--- src/rtl/fret_bus_responder_if.sv ---
// CPU data-bus bundle between the CPU (master) and the fret responder (slave).
// Handshake: there is no valid/ready pair; the CPU presents addr (and
// write_en/wr_data for a store) for one clock, and the responder answers on
// rd_data one clock later, with sel marking that the answer came from this
// window. Every presented address is accepted; the responder never stalls.
interface fret_bus_responder_if;
  logic [15:0] addr;
  logic        write_en;
  logic [15:0] wr_data;
  logic [15:0] rd_data;
  logic        sel;

  modport master (
    output addr,
    output write_en,
    output wr_data,
    input  rd_data,
    input  sel
  );

  modport slave (
    input  addr,
    input  write_en,
    input  wr_data,
    output rd_data,
    output sel
  );
endinterface

--- src/rtl/fret_bus_responder.sv ---
// Memory-mapped fret table with a hardware player.
// Window layout (offsets from BASE):
//   0 .. NUM_FRETS-1 : table entries {note[3:0], duration[11:0]}, read/write
//   NUM_FRETS        : STATUS {running, 10'b0, idx[4:0]}, read-only
//   NUM_FRETS+1      : CTRL, write-only (reads 0), bit0 start, bit1 stop
// The player steps through the table, holding each entry's note for
// duration ticks of TICK_DIV clocks, and ends on a zero duration or at
// the end of the table.
module fret_bus_responder #(
  parameter logic [15:0] BASE      = 16'hF000,
  parameter int          NUM_FRETS = 20,
  parameter int          TICK_DIV  = 4
) (
  input  logic                      clk,
  input  logic                      reset,
  fret_bus_responder_if.slave       bus,
  output logic [3:0]                note_out,
  output logic                      running,
  output logic                      done,
  output logic [1:0]                fsm_state
);

  localparam int            TW         = (TICK_DIV > 1) ? $clog2(TICK_DIV) : 1;
  localparam logic [TW-1:0] TICK_LAST  = TW'(TICK_DIV - 1);
  localparam logic [15:0]   STATUS_OFF = 16'(NUM_FRETS);
  localparam logic [15:0]   CTRL_OFF   = 16'(NUM_FRETS + 1);
  localparam logic [15:0]   WIN_SIZE   = 16'(NUM_FRETS + 2);
  localparam logic [5:0]    LAST_IDX1  = 6'(NUM_FRETS);

  typedef enum logic [1:0] {
    IDLE   = 2'd0,
    PLAY   = 2'd1,
    FINISH = 2'd2
  } state_t;

  // ---------------------------------------------------------------------
  // Storage and state
  // ---------------------------------------------------------------------
  logic [15:0]   table_mem [NUM_FRETS];
  state_t        state;
  state_t        state_nxt;
  logic [4:0]    idx;
  logic [11:0]   remaining;
  logic [TW-1:0] tick_cnt;
  logic [3:0]    note_q;
  logic [15:0]   rd_q;
  logic          sel_q;

  // ---------------------------------------------------------------------
  // Address decode. Addresses below BASE wrap to a large offset, so one
  // unsigned compare covers both ends of the window.
  // ---------------------------------------------------------------------
  logic [15:0] offset;
  logic        in_window;
  logic        is_entry;
  logic        is_status;
  logic        is_ctrl;
  logic        entry_wr;
  logic        ctrl_wr;
  logic        start_cmd;
  logic        stop_cmd;

  assign offset    = bus.addr - BASE;
  assign in_window = (offset < WIN_SIZE);
  assign is_entry  = (offset < STATUS_OFF);
  assign is_status = (offset == STATUS_OFF);
  assign is_ctrl   = (offset == CTRL_OFF);
  assign entry_wr  = bus.write_en && is_entry;
  assign ctrl_wr   = bus.write_en && is_ctrl;
  // Stop wins when both bits are set, so start excludes bit1.
  assign start_cmd = ctrl_wr && bus.wr_data[0] && !bus.wr_data[1];
  assign stop_cmd  = ctrl_wr && bus.wr_data[1];

  // ---------------------------------------------------------------------
  // Player helper signals
  // ---------------------------------------------------------------------
  logic        tick;
  logic        entry_end;
  logic [5:0]  next_idx;
  logic [15:0] next_entry;
  logic        next_is_end;
  logic        first_zero;

  assign tick        = (tick_cnt == TICK_LAST);
  // remaining should never be 0 in PLAY; treating it like 1 keeps the
  // player from wrapping to 4095 ticks if it ever is.
  assign entry_end   = tick && (remaining <= 12'd1);
  assign next_idx    = {1'b0, idx} + 6'd1;
  assign next_entry  = (next_idx < LAST_IDX1) ? table_mem[next_idx[4:0]] : 16'h0000;
  assign next_is_end = (next_idx >= LAST_IDX1) || (next_entry[11:0] == 12'd0);
  assign first_zero  = (table_mem[0][11:0] == 12'd0);

  // ---------------------------------------------------------------------
  // Table storage: CPU writes only; the player never modifies entries.
  // ---------------------------------------------------------------------
  always_ff @(posedge clk or negedge reset) begin
    if (!reset) begin
      for (int i = 0; i < NUM_FRETS; i++) begin
        table_mem[i] <= 16'h0000;
      end
    end else if (entry_wr) begin
      table_mem[offset[4:0]] <= bus.wr_data;
    end
  end

  // ---------------------------------------------------------------------
  // Read data mux for the registered bus response.
  // ---------------------------------------------------------------------
  logic [15:0] rd_next;

  always_comb begin
    rd_next = 16'h0000;
    if (is_entry) begin
      rd_next = table_mem[offset[4:0]];
    end else if (is_status) begin
      rd_next = {running, 10'b0, idx};
    end
  end

  // Registered bus response: write-through on stores, one-cycle read latency.
  always_ff @(posedge clk or negedge reset) begin
    if (!reset) begin
      rd_q  <= 16'h0000;
      sel_q <= 1'b0;
    end else if (in_window) begin
      sel_q <= 1'b1;
      rd_q  <= bus.write_en ? bus.wr_data : rd_next;
    end else begin
      sel_q <= 1'b0;
      rd_q  <= 16'h0000;
    end
  end

  assign bus.rd_data = rd_q;
  assign bus.sel     = sel_q;

  // ---------------------------------------------------------------------
  // Player FSM
  // ---------------------------------------------------------------------
  // State register.
  always_ff @(posedge clk or negedge reset) begin
    if (!reset) begin
      state <= IDLE;
    end else begin
      state <= state_nxt;
    end
  end

  // Next-state logic.
  always_comb begin
    state_nxt = state;
    case (state)
      IDLE: begin
        if (start_cmd) begin
          state_nxt = first_zero ? FINISH : PLAY;
        end
      end
      PLAY: begin
        if (stop_cmd) begin
          state_nxt = IDLE;
        end else if (start_cmd) begin
          state_nxt = first_zero ? FINISH : PLAY;
        end else if (entry_end && next_is_end) begin
          state_nxt = FINISH;
        end
      end
      FINISH: begin
        state_nxt = IDLE;
      end
      default: begin
        state_nxt = IDLE;
      end
    endcase
  end

  // Outputs are decoded from the state register only.
  always_comb begin
    note_out  = (state == PLAY) ? note_q : 4'h0;
    running   = (state == PLAY);
    done      = (state == FINISH);
    fsm_state = state;
  end

  // Player datapath: index, remaining ticks, tick divider and held note.
  // A start (from IDLE or PLAY) reloads from entry 0; a natural end leaves
  // idx on the last entry played.
  always_ff @(posedge clk or negedge reset) begin
    if (!reset) begin
      idx       <= 5'd0;
      remaining <= 12'd0;
      tick_cnt  <= '0;
      note_q    <= 4'h0;
    end else if (start_cmd && (state == IDLE || state == PLAY)) begin
      idx       <= 5'd0;
      remaining <= table_mem[0][11:0];
      note_q    <= table_mem[0][15:12];
      tick_cnt  <= '0;
    end else if (state == PLAY && !stop_cmd) begin
      tick_cnt <= tick ? '0 : tick_cnt + 1'b1;
      if (tick) begin
        if (remaining > 12'd1) begin
          remaining <= remaining - 12'd1;
        end else if (!next_is_end) begin
          idx       <= next_idx[4:0];
          remaining <= next_entry[11:0];
          note_q    <= next_entry[15:12];
        end
      end
    end
  end

endmodule

--- src/flat_wrapper.sv ---
// flat-port wrapper written by rule: the top's interface ports become plain ports
module fret_bus_responder_flat 
#(
  parameter logic [15:0] BASE      = 16'hF000,
  parameter int          NUM_FRETS = 20,
  parameter int          TICK_DIV  = 4
)
  (clk, reset, note_out, running, done, fsm_state, bus_addr, bus_write_en, bus_wr_data, bus_rd_data, bus_sel);
  fret_bus_responder_if bus_i ();
  input  logic clk;
  input  logic reset;
  output logic [3:0] note_out;
  output logic running;
  output logic done;
  output logic [1:0] fsm_state;
  input wire logic [$bits(bus_i.addr)-1:0] bus_addr;
  input wire logic [$bits(bus_i.write_en)-1:0] bus_write_en;
  input wire logic [$bits(bus_i.wr_data)-1:0] bus_wr_data;
  output wire logic [$bits(bus_i.rd_data)-1:0] bus_rd_data;
  output wire logic [$bits(bus_i.sel)-1:0] bus_sel;
  assign bus_i.addr = bus_addr;
  assign bus_i.write_en = bus_write_en;
  assign bus_i.wr_data = bus_wr_data;
  assign bus_rd_data = bus_i.rd_data;
  assign bus_sel = bus_i.sel;
  fret_bus_responder #(.BASE(BASE), .NUM_FRETS(NUM_FRETS), .TICK_DIV(TICK_DIV)) u_core (.clk(clk), .reset(reset), .bus(bus_i), .note_out(note_out), .running(running), .done(done), .fsm_state(fsm_state));
endmodule
--- config.mk ---
export PLATFORM = sky130hd
export DESIGN_NAME = fret_bus_responder_flat
export DESIGN_NICKNAME = d
export VERILOG_FILES = /design/src/rtl/fret_bus_responder_if.sv /design/src/rtl/fret_bus_responder.sv /design/src/flat_wrapper.sv
export SDC_FILE = /design/constraint.sdc
export NUM_CORES = 1
export LEC_CHECK = 0
export BUFFER_PORTS_ARGS = -buffer_cell sky130_fd_sc_hd__buf_2
export CORE_UTILIZATION = 50
export DETAILED_ROUTE_END_ITERATION = 8
export MAX_ROUTING_LAYER = met4
export PLACE_DENSITY = 0.77
export SLEW_MARGIN = 20
export SYNTH_ARGS = -nofsm -noshare
export SYNTH_HDL_FRONTEND = slang
export SYNTH_SLANG_ARGS = --single-unit
--- constraint.sdc ---
create_clock -name clk -period 7.6 [get_ports clk]
set_input_delay 1.52 -clock clk [delete_from_list [all_inputs] [get_ports clk]]
set_output_delay 1.52 -clock clk [all_outputs]
set_load 0.005 [all_outputs]
# Word level (Yosys, flattened, before mapping)
# Index checks and enable logic that the tools add are counted.
# classes
n_eq_ne	10
bitwise_logic	2
add_sub_neg	4
div	0
reduce_logical	22
magnitude_cmp	9
multipliers	0
mux	40
n_shift	0
# ops
cell	n
$bwmux 320	1
$bmux 16 s5	2
$mux 16	10
$demux 16 s5	1
$mux 12	5
$eq 16x5->1 const B	2
$lt 16x5->1 const B	2
$mux 5	5
$logic_not 12->1	2
$mux 4	6
$mux 2	8
$sub 16x16->16 const B	1
$ge 6x6->1 const B	2
$gt 12x1->1 const B	1
$le 12x1->1 const B	1
$not 5->6	2
$sub 12x1->12 const B	1
$logic_and 1x1->1	10
$add 5x1->6 const B	1
$ge 6x5->1 const B	1
$lt 6x1->1 const B	1
$lt 6x5->1 const B	1
$eq 2x2->1 const B	2
$ne 2x1->1 const B	2
14 further kinds	17
# totals
mem_bits_rw	0
output_inout_bits	25
mem_bits_ro	0
register_bits	362
latchBits	0
n_memories	0

# Logic depth before layout (Yosys ltp)
# Gate-level depths: netlist of run 1.
# depth
ltp_word	13
mapped_depth	16
mapped_depth_nobuf	10

# Least setup slack after synthesis of run 1
# OpenSTA, ideal clock, no wires.
# synth_timing
path_type	input to register
from	in bus_addr[1]
to	reg u_core.table_mem[133] (netlist bit)
n_path_buf	5
stages	8
path_slack_ps	3136
t_arrival_ps	4339
setup_ps	125
cell_sequence	clkbuf_1 > buf_1 > clkbuf_1 > buf_1 > nand4_1 > nor2_1 > clkbuf_1 > mux2_2
# synth_between
elab_chain_len	7
elab_cells_between_ends	10
# synth_rtl
item	line_no	text
from (decl)	flat_wrapper.sv:16	input wire logic [$bits(bus_i.addr)-1:0] bus_addr;
$sub 16x16->16 *	fret_bus_responder.sv:63	assign offset = bus.addr - BASE;
$not 5->6 (not written as such)	fret_bus_responder.sv:102	table_mem[offset[4:0]] <= bus.wr_data;
$ge 6x6->1 (not written as such) / $lt 6x1->1 (equally long branches)	fret_bus_responder.sv:102	
$logic_and 1x1->1 (not written as such)	fret_bus_responder.sv:102	
$mux 16 (not written as such)	fret_bus_responder.sv:102	
$demux 16 s5	fret_bus_responder.sv:102	
$bwmux 320	fret_bus_responder.sv:102	
to (signal, indexed assignment)	fret_bus_responder.sv:102	
to (decl)	fret_bus_responder.sv:39	logic [15:0] table_mem [NUM_FRETS];
# Every way passes the cells marked *; elsewhere a longest branch is shown, timed or not.
# A chain may end at the register's enable or synchronous reset.

# Worst setup path after layout of run 1
# layout_timing
from	reg u_core.idx[0]
to	reg u_core.note_q[0]
# layout_between
elab_chain_len	11
elab_cells_between_ends	17
# layout_rtl
item	line_no	text
from (decl)	fret_bus_responder.sv:42	logic [4:0] idx;
from (signal assigned)	fret_bus_responder.sv:204	idx <= next_idx[4:0];
$add 5x1->6 *	fret_bus_responder.sv:88	assign next_idx = {1'b0, idx} + 6'd1;
branches (longest 10 deep; another with $bmux 16 s5)	--	
to (signal assigned)	fret_bus_responder.sv:196	note_q <= table_mem[0][15:12];
to (signal assigned)	fret_bus_responder.sv:206	note_q <= next_entry[15:12];
to (decl)	fret_bus_responder.sv:45	logic [3:0] note_q;
# Mark *: on every way between the ends. The select of a mux whose other input is x is not followed.

==> results.py, run 1 <==
metrics = {
    "run_status": {
        "run_status": "completed",
    },
    "clocking": {
        "cts-root-buf": "clkbuf_16",
        "clkLatencyLatePin_ns": 0.55,
        "clkTransAtPathRegs_ns": 0.07,
        "clkSinkCount": 362,
        "cts_hold_buf": 0,
        "tritoncts": "yes",
        "clock_path_buffers": 3,
        "numCtsBuffers": 39,
        "cts_resized": 0,
        "cts_setup_buffers": 0,
        "htree_levels": 2,
    },
    "critical_path": {
        "crit_arrival_ns": 5.81,
        "worstPathMaxFanout": 58,
        "worst-path-buf-inv": 1,
        "worstSetupPathType": "reg2reg",
        "cpMaxStageDelayCell": "dfrtp_4",
        "crit_chain": "ha_1, xor2_4, buf_4, o21ai_0, a311o_1, a32o_1, or4b_2, or4_4, o21ai_2, or3_1, o211ai_1",
        "worstSetupEndpointType": "flop",
        "worstSetupStartpointType": "flop",
        "cp_top_family": "simple AND/OR/NAND/NOR gates",
        "required_ns": 8.01,
        "cpPeakStageDelay_ns": 0.91,
    },
    "logic_synthesis": {
        "async_flop_share_pct": 100.0,
        "synth_edf_count": 0,
        "synth_commonest_cells": "dfrtp_1, mux2_2, mux4_2",
        "synthesis.area_um2": 19910,
        "synthAdderAreaFrac_pct": 0.3142,
        "ys_seq_area_share_pct": 45.50,
        "yosys.area.top_type_share_pct": 45.50,
        "synthXorXnorAreaFrac_pct": 0.6473,
        "synthCells": 1524,
        "synth_top_flop_cell": "dfrtp_1",
        "synth_compound_area_share_pct": 4.964,
        "postSynthNetCount": 1564,
        "yosys_warnings": 0,
        "synth_top_area_cell": "dfrtp_1",
        "yosys-top-cells-area": "dfrtp_1, mux2_2, mux4_2, mux2i_1, nor2_1",
        "ys_types": 65,
        "synth_top_family_by_area": "multiplexers",
        "synth.ff_latch_count": 362,
        "yosysMostFrequentCell": "dfrtp_1",
        "synthMuxAreaShare_pct": 37.88,
        "avgSynthCellArea_um2": 13.06,
        "synthSimpleGateAreaFrac_pct": 7.805,
    },
    "timing": {
        "fin_crit_ns": 5.396,
        "clock_skew_ns": 0.02199,
        "setup_viol": 0,
        "period_share_pct": 71.00,
        "tightestPinTransition_ns": 1.020,
        "whs_ns": 0.5248,
        "slew_headroom_pct": 32.00,
        "timing.fmax_ghz": 0.1853,
        "hold_viol": 0,
        "drv_slew": 0,
        "rsz0062_at_grt": "false",
        "fin_tns_setup_ns": 0,
    },
    "hold_path": {
        "hold_path_class": "reg2reg",
    },
    "place": {
        "dp_hpwl_mm": 38.11,
        "place_area_um2": 20700,
        "io_buffers": 59,
        "gp_congestion": 1.012,
    },
    "cells_and_area": {
        "design_area_um2": 22150,
        "fin_nets": 1565,
        "area_growth_pct": 11.27,
        "drive_gt1_share_pct": 42.41,
    },
    "grt": {
        "overflow": 0,
        "first_global_vias": 14389,
        "track_usage_pct": 30.91,
        "grt_max_degree": 173,
        "grt_pass1_wl_mm": 91.40,
        "antenna_found_initial": 1,
    },
    "routing": {
        "ant_nets": 0,
        "drc": 0,
        "first_iter_violations": 1695,
        "drt_wl_total_mm": 59.71,
        "post_drt_wl_per_cell_um": 28.80,
        "firstDrtPassIters": 8,
        "dr_total_vias": 14274,
        "avgViaCountPerCell": 6.886,
    },
    "floorplanning": {
        "num_rows": 72,
        "initial_core_util_pct": 51.16,
        "fp.dieW_um": 201.6,
        "die_h_um": 201.6,
        "die-area_um2": 40620,
        "core_um2": 38920,
        "ios": 60,
    },
    "power": {
        "p_per_area_nw_per_um2": 190.2,
        "p_leak_uw": 0.01038,
        "peakVddDrop_mv": 0.1365,
    },
    "flow_run": {
        "drv_cap": 0,
    },
}
-- power by group --
group          internal (uW)  total [uW]  leakage (uW)  switching [uW]
registers               1930        1930       0.00504           0.395
clock network           1320        2130      0.000692             805
logic                   37.9         159       0.00465             121
total                   3290        4210        0.0104             927
-- cell type report --
cell class	count	area, um^2
Antenna cell	1	2.502
Clock buffer	53	1101
Clock inverter	17	316.6
Fill cell	3044	16760
Inverter	9	33.78
Multi-Input combinational cell	1020	10390
Sequential cell	362	9062
Tap cell	518	648.1
Timing Repair Buffer	93	598.1
-- cell usage in the layout, fill, tap and decap left out, types with 9 or more instances in the layout --
master,count
bufinv_16,9
clkbuf_16,41
clkbuf_1,9
nor2_2,13
mux2i_1,56
o22ai_1,14
o211ai_1,10
dfrtp_1,361
buf_2,56
mux2_2,326
nor3b_1,12
mux4_2,147
nor2b_1,11
inv_1,9
buf_4,34
nand3_1,30
nand2_1,91
nor3_1,18
nor2_1,75
nor4_1,10
o21ai_0,17
a21oi_1,53
-- metal layers --
| metal | GRT usage [%] | vias to the layer above | wire length [um] |
|---|---|---|---|
| li1 | - | 5763 | - |
| met1 | 40.02 | 7434 | 23200 |
| met2 | 45.49 | 867 | 27300 |
| met3 | 8.212 | 210 | 6209 |
| met4 | 14.42 | 0 | 2998 |
| met5 | - | - | 0 |
-- sequential cells by signal, summed over array words and instances (netlist names) --
name,count
u_core.note_q,4
u_core.bus.rd_data,16
u_core.table_mem,320
u_core.remaining,12
u_core.bus.sel,1
u_core.tick_cnt,2
u_core.idx,5
u_core.fsm_state,2
-- worst register-to-register path, stage by stage (launching register included) --
cell and delay (ns):
dfrtp_4 0.91, ha_1 0.66, xor2_4 0.21, buf_4 0.55, o21ai_0 0.23, a311o_1 0.31, a32o_1 0.26, or4b_2 0.73
or4_4 0.59, o21ai_2 0.46, or3_1 0.24, o211ai_1 0.13
-- kinds of logic (layout without fill, tap and decap cells) --
kind of cell,count (synthesis),count (layout)
XOR/XNOR,13,13
AO/OA/AOI/OAI,152,152
AND/OR/NAND/NOR,321,321
other,0,1
flip-flops,362,362
buffers and inverters,142,172
multiplexers,529,529
adder cells (fa/ha/maj),5,5
-- path summary, 6_finish.rpt --
check                                                 start                                 to  slack, ns  cells past startpoint
max in group asynchronous                             reset          u_core.idx[0]$_DFFE_PN0P_       5.06                      2
setup / recovery                  u_core.idx[0]$_DFFE_PN0P_       u_core.note_q[0]$_DFFE_PN0P_       2.20                     11
setup reg to reg                  u_core.idx[0]$_DFFE_PN0P_       u_core.note_q[0]$_DFFE_PN0P_       2.20                     11
min in group asynchronous                             reset  u_core.table_mem[290]$_DFFE_PN0P_       1.02                      1
hold reg to reg            u_core.table_mem[15]$_DFFE_PN0P_   u_core.table_mem[15]$_DFFE_PN0P_       0.52                      1
hold / removal             u_core.table_mem[15]$_DFFE_PN0P_   u_core.table_mem[15]$_DFFE_PN0P_       0.52                      1
-- metrics by stage --
step | power (uW) | setup slack, ns | util, % | std cells
2_1_floorplan | 2037 | 3.136 | - | 1524
3_3_place_gp | 2116 | 2.380 | 53.19 | 2001
3_5_place_dp | 2118 | 2.342 | 53.19 | 2001
4_1_cts | 4218 | 2.310 | 56.83 | 2071
5_1_grt | 4312 | 2.067 | 56.93 | 2073
6_report | 4215 | 2.204 | 56.93 | 2073
Power figures use the tool's default switching activity.
==> run 2, diff against run 1 <==
Settings changed: PLACE_DENSITY 0.77 to 0.8.
Clock period 7.6 ns to 4.35 ns, I/O delays scaled along.
==> run 2 against run 1 <==
  * Global-route usage is 0.60 points lower
  * Count of clock-buffer cells in the layout decreased by 4
  * Clock power is 59% higher
  * Highest routed layer unchanged
==> results.py, run 2 (synthesized netlist as in run 1, its figures left out) <==
metrics = {
    "cells_and_area": {
        "area_growth_pct": 12.33,
        "largest_reg_flops": 320,
        "final_common_cell": "dfrtp_1",
        "fin_nets": 1601,
        "layout_common_cells": "dfrtp_1, mux2_2, mux4_2",
        "drive_gt1_share_pct": 43.64,
        "final_cells": 2107,
        "largest_register": "u_core.table_mem",
    },
    "grt": {
        "overflow": 0,
        "grt_max_degree": 75,
        "antenna_found_initial": 1,
        "grt_pass1_wl_mm": 90.69,
        "first_global_vias": 14552,
        "track_usage_pct": 30.31,
    },
    "critical_path": {
        "rr_startpoint": "u_core.idx[1]$_DFFE_PN0P_",
        "reg2reg_depth": 10,
        "crit_arrival_ns": 4.67,
        "worstPathMaxFanout": 9,
        "r2r_slack_ns": 0.15,
        "worstSetupEndpointType": "flop",
        "required_ns": 4.83,
        "r2r_end": "u_core.remaining[3]$_DFFE_PN0P_",
        "worstSetupStartpointType": "flop",
        "worstSetupPathType": "reg2reg",
    },
    "hold_path": {
        "hold_path_class": "in2async",
    },
    "place": {
        "gp_congestion": 0.9886,
        "io_buffers": 59,
        "place_inst": 2038,
        "pre_cts_slack_ns": 0.08264,
        "dp_hpwl_mm": 38.87,
    },
    "timing": {
        "fin_crit_ns": 4.199,
        "setup_viol": 0,
        "worst_slack_ns": 0.1512,
        "tightestPinTransition_ns": 0.8971,
        "hold_viol": 0,
        "slew_headroom_pct": 38.65,
        "period_share_pct": 96.52,
        "drv_slew": 0,
        "timing.fmax_ghz": 0.2382,
        "fin_tns_setup_ns": 0,
        "clock_skew_ns": 0.01861,
        "rsz0062_at_grt": "false",
    },
    "clocking": {
        "clkLatencyLatePin_ns": 0.56,
        "cts-root-buf": "clkbuf_16",
        "htree_levels": 2,
        "tritoncts": "yes",
        "clkTransAtPathRegs_ns": 0.07,
        "clock_path_buffers": 3,
        "clkSinkCount": 362,
        "numCtsBuffers": 38,
    },
    "floorplanning": {
        "num_rows": 72,
        "die_h_um": 201.6,
        "initial_core_util_pct": 51.16,
        "fp.dieW_um": 201.6,
        "core_um2": 38920,
        "ios": 60,
        "die-area_um2": 40620,
    },
    "run_status": {
        "run_status": "completed",
    },
    "routing": {
        "post_drt_wl_per_cell_um": 27.86,
        "firstDrtPassIters": 7,
        "ant_nets": 0,
        "first_iter_violations": 1834,
        "dr_total_vias": 14420,
        "avgViaCountPerCell": 6.844,
        "drc": 0,
        "drt_wl_total_mm": 58.71,
    },
    "power": {
        "p_leak_uw": 0.01055,
        "finalPower_uw": 7042,
        "peakVddDrop_mv": 0.2036,
        "p_per_area_nw_per_um2": 314.9,
    },
    "flow_run": {
        "drv_cap": 0,
    },
}
==> run 2: cell count changes in the layout (fill, tap and decap cells not counted), sizes merged <==
cell and delta:
bufinv -4, clkbuf -4, clkinv +4, clkinvlp -1, inv +2, buf +37
==> run 2: layer usage <==
| layer | GRT usage, % | wire (um) | part of all wire (%) |
|---|---|---|---|
| met4 | 13.74 | 2873 | 4.9 |
| met1 | 39.28 | 22260 | 38 |
| met2 | 45.26 | 27190 | 46 |
| met5 | - | 0 | 0 |
| met3 | 7.402 | 6388 | 11 |
==> run 2: worst max-delay path, cell delays in order (launching register included) <==
cell and delay, ns:
dfrtp_1 0.52, ha_4 0.45, mux4_2 0.55, or4_1 0.52, o31a_1 0.25, or4_1 0.59, or4_4 0.56, nor3_4 0.24
buf_12 0.16, o22ai_1 0.09, a21oi_1 0.18
==> run 2: timing repair <==
action | 4_1_cts | 5_1_grt
setup endpoints to repair | 0 | 9
gates resized for setup | 0 | 1
setup buffers | 0 | 1
hold buffers | 0 | 0
==> run 2: stage by stage <==
| step | utilization (%) | hold slack, ns | instance area, um^2 |
|---|---|---|---|
| 2_1_floorplan | - | 0.4789 | 19910 |
| 3_3_place_gp | 54.11 | 0.4984 | 21060 |
| 3_5_place_dp | 54.11 | 0.5136 | 21060 |
| 4_1_cts | 57.40 | 0.2653 | 22340 |
| 5_1_grt | 57.47 | 0.2862 | 22370 |
| 6_report | 57.47 | 0.2536 | 22370 |
==> run 2: how the worst max path moves through the flow <==
stage,start,end,slack [ns]
6_report,u_core.idx[1]$_DFFE_PN0P_,u_core.remaining[3]$_DFFE_PN0P_,0.15
3_3_place_gp,u_core.idx[1]$_DFFE_PN0P_,u_core.fsm_state[0]$_DFFE_PN0P_,0.22
5_1_grt,u_core.idx[1]$_DFFE_PN0P_,u_core.note_q[1]$_DFFE_PN0P_,0.03
4_1_cts,u_core.idx[1]$_DFFE_PN0P_,u_core.remaining[3]$_DFFE_PN0P_,0.05
2_1_floorplan,u_core.idx[1]$_DFFE_PN0P_,u_core.fsm_state[0]$_DFFE_PN0P_,0.53
3_5_place_dp,u_core.idx[1]$_DFFE_PN0P_,u_core.remaining[3]$_DFFE_PN0P_,0.08
==> run 2: layout make-up <==
class	count	area [um^2]
Inverter	9	33.78
Sequential cell	362	9062
Clock buffer	49	1042
Clock inverter	18	237.7
Timing Repair Buffer	130	984.7
Multi-Input combinational cell	1020	10350
Fill cell	2984	16550
Tap cell	518	648.1
Antenna cell	1	2.502
==> run 2: report_power, final <==
| group | internal (uW) | switching, uW | leakage, uW | total (uW) |
|---|---|---|---|---|
| logic | 71.0 | 210 | 0.00487 | 281 |
| clock network | 2000 | 1400 | 0.000637 | 3390 |
| registers | 3370 | 0.665 | 0.00504 | 3370 |
| total | 5440 | 1610 | 0.0105 | 7040 |
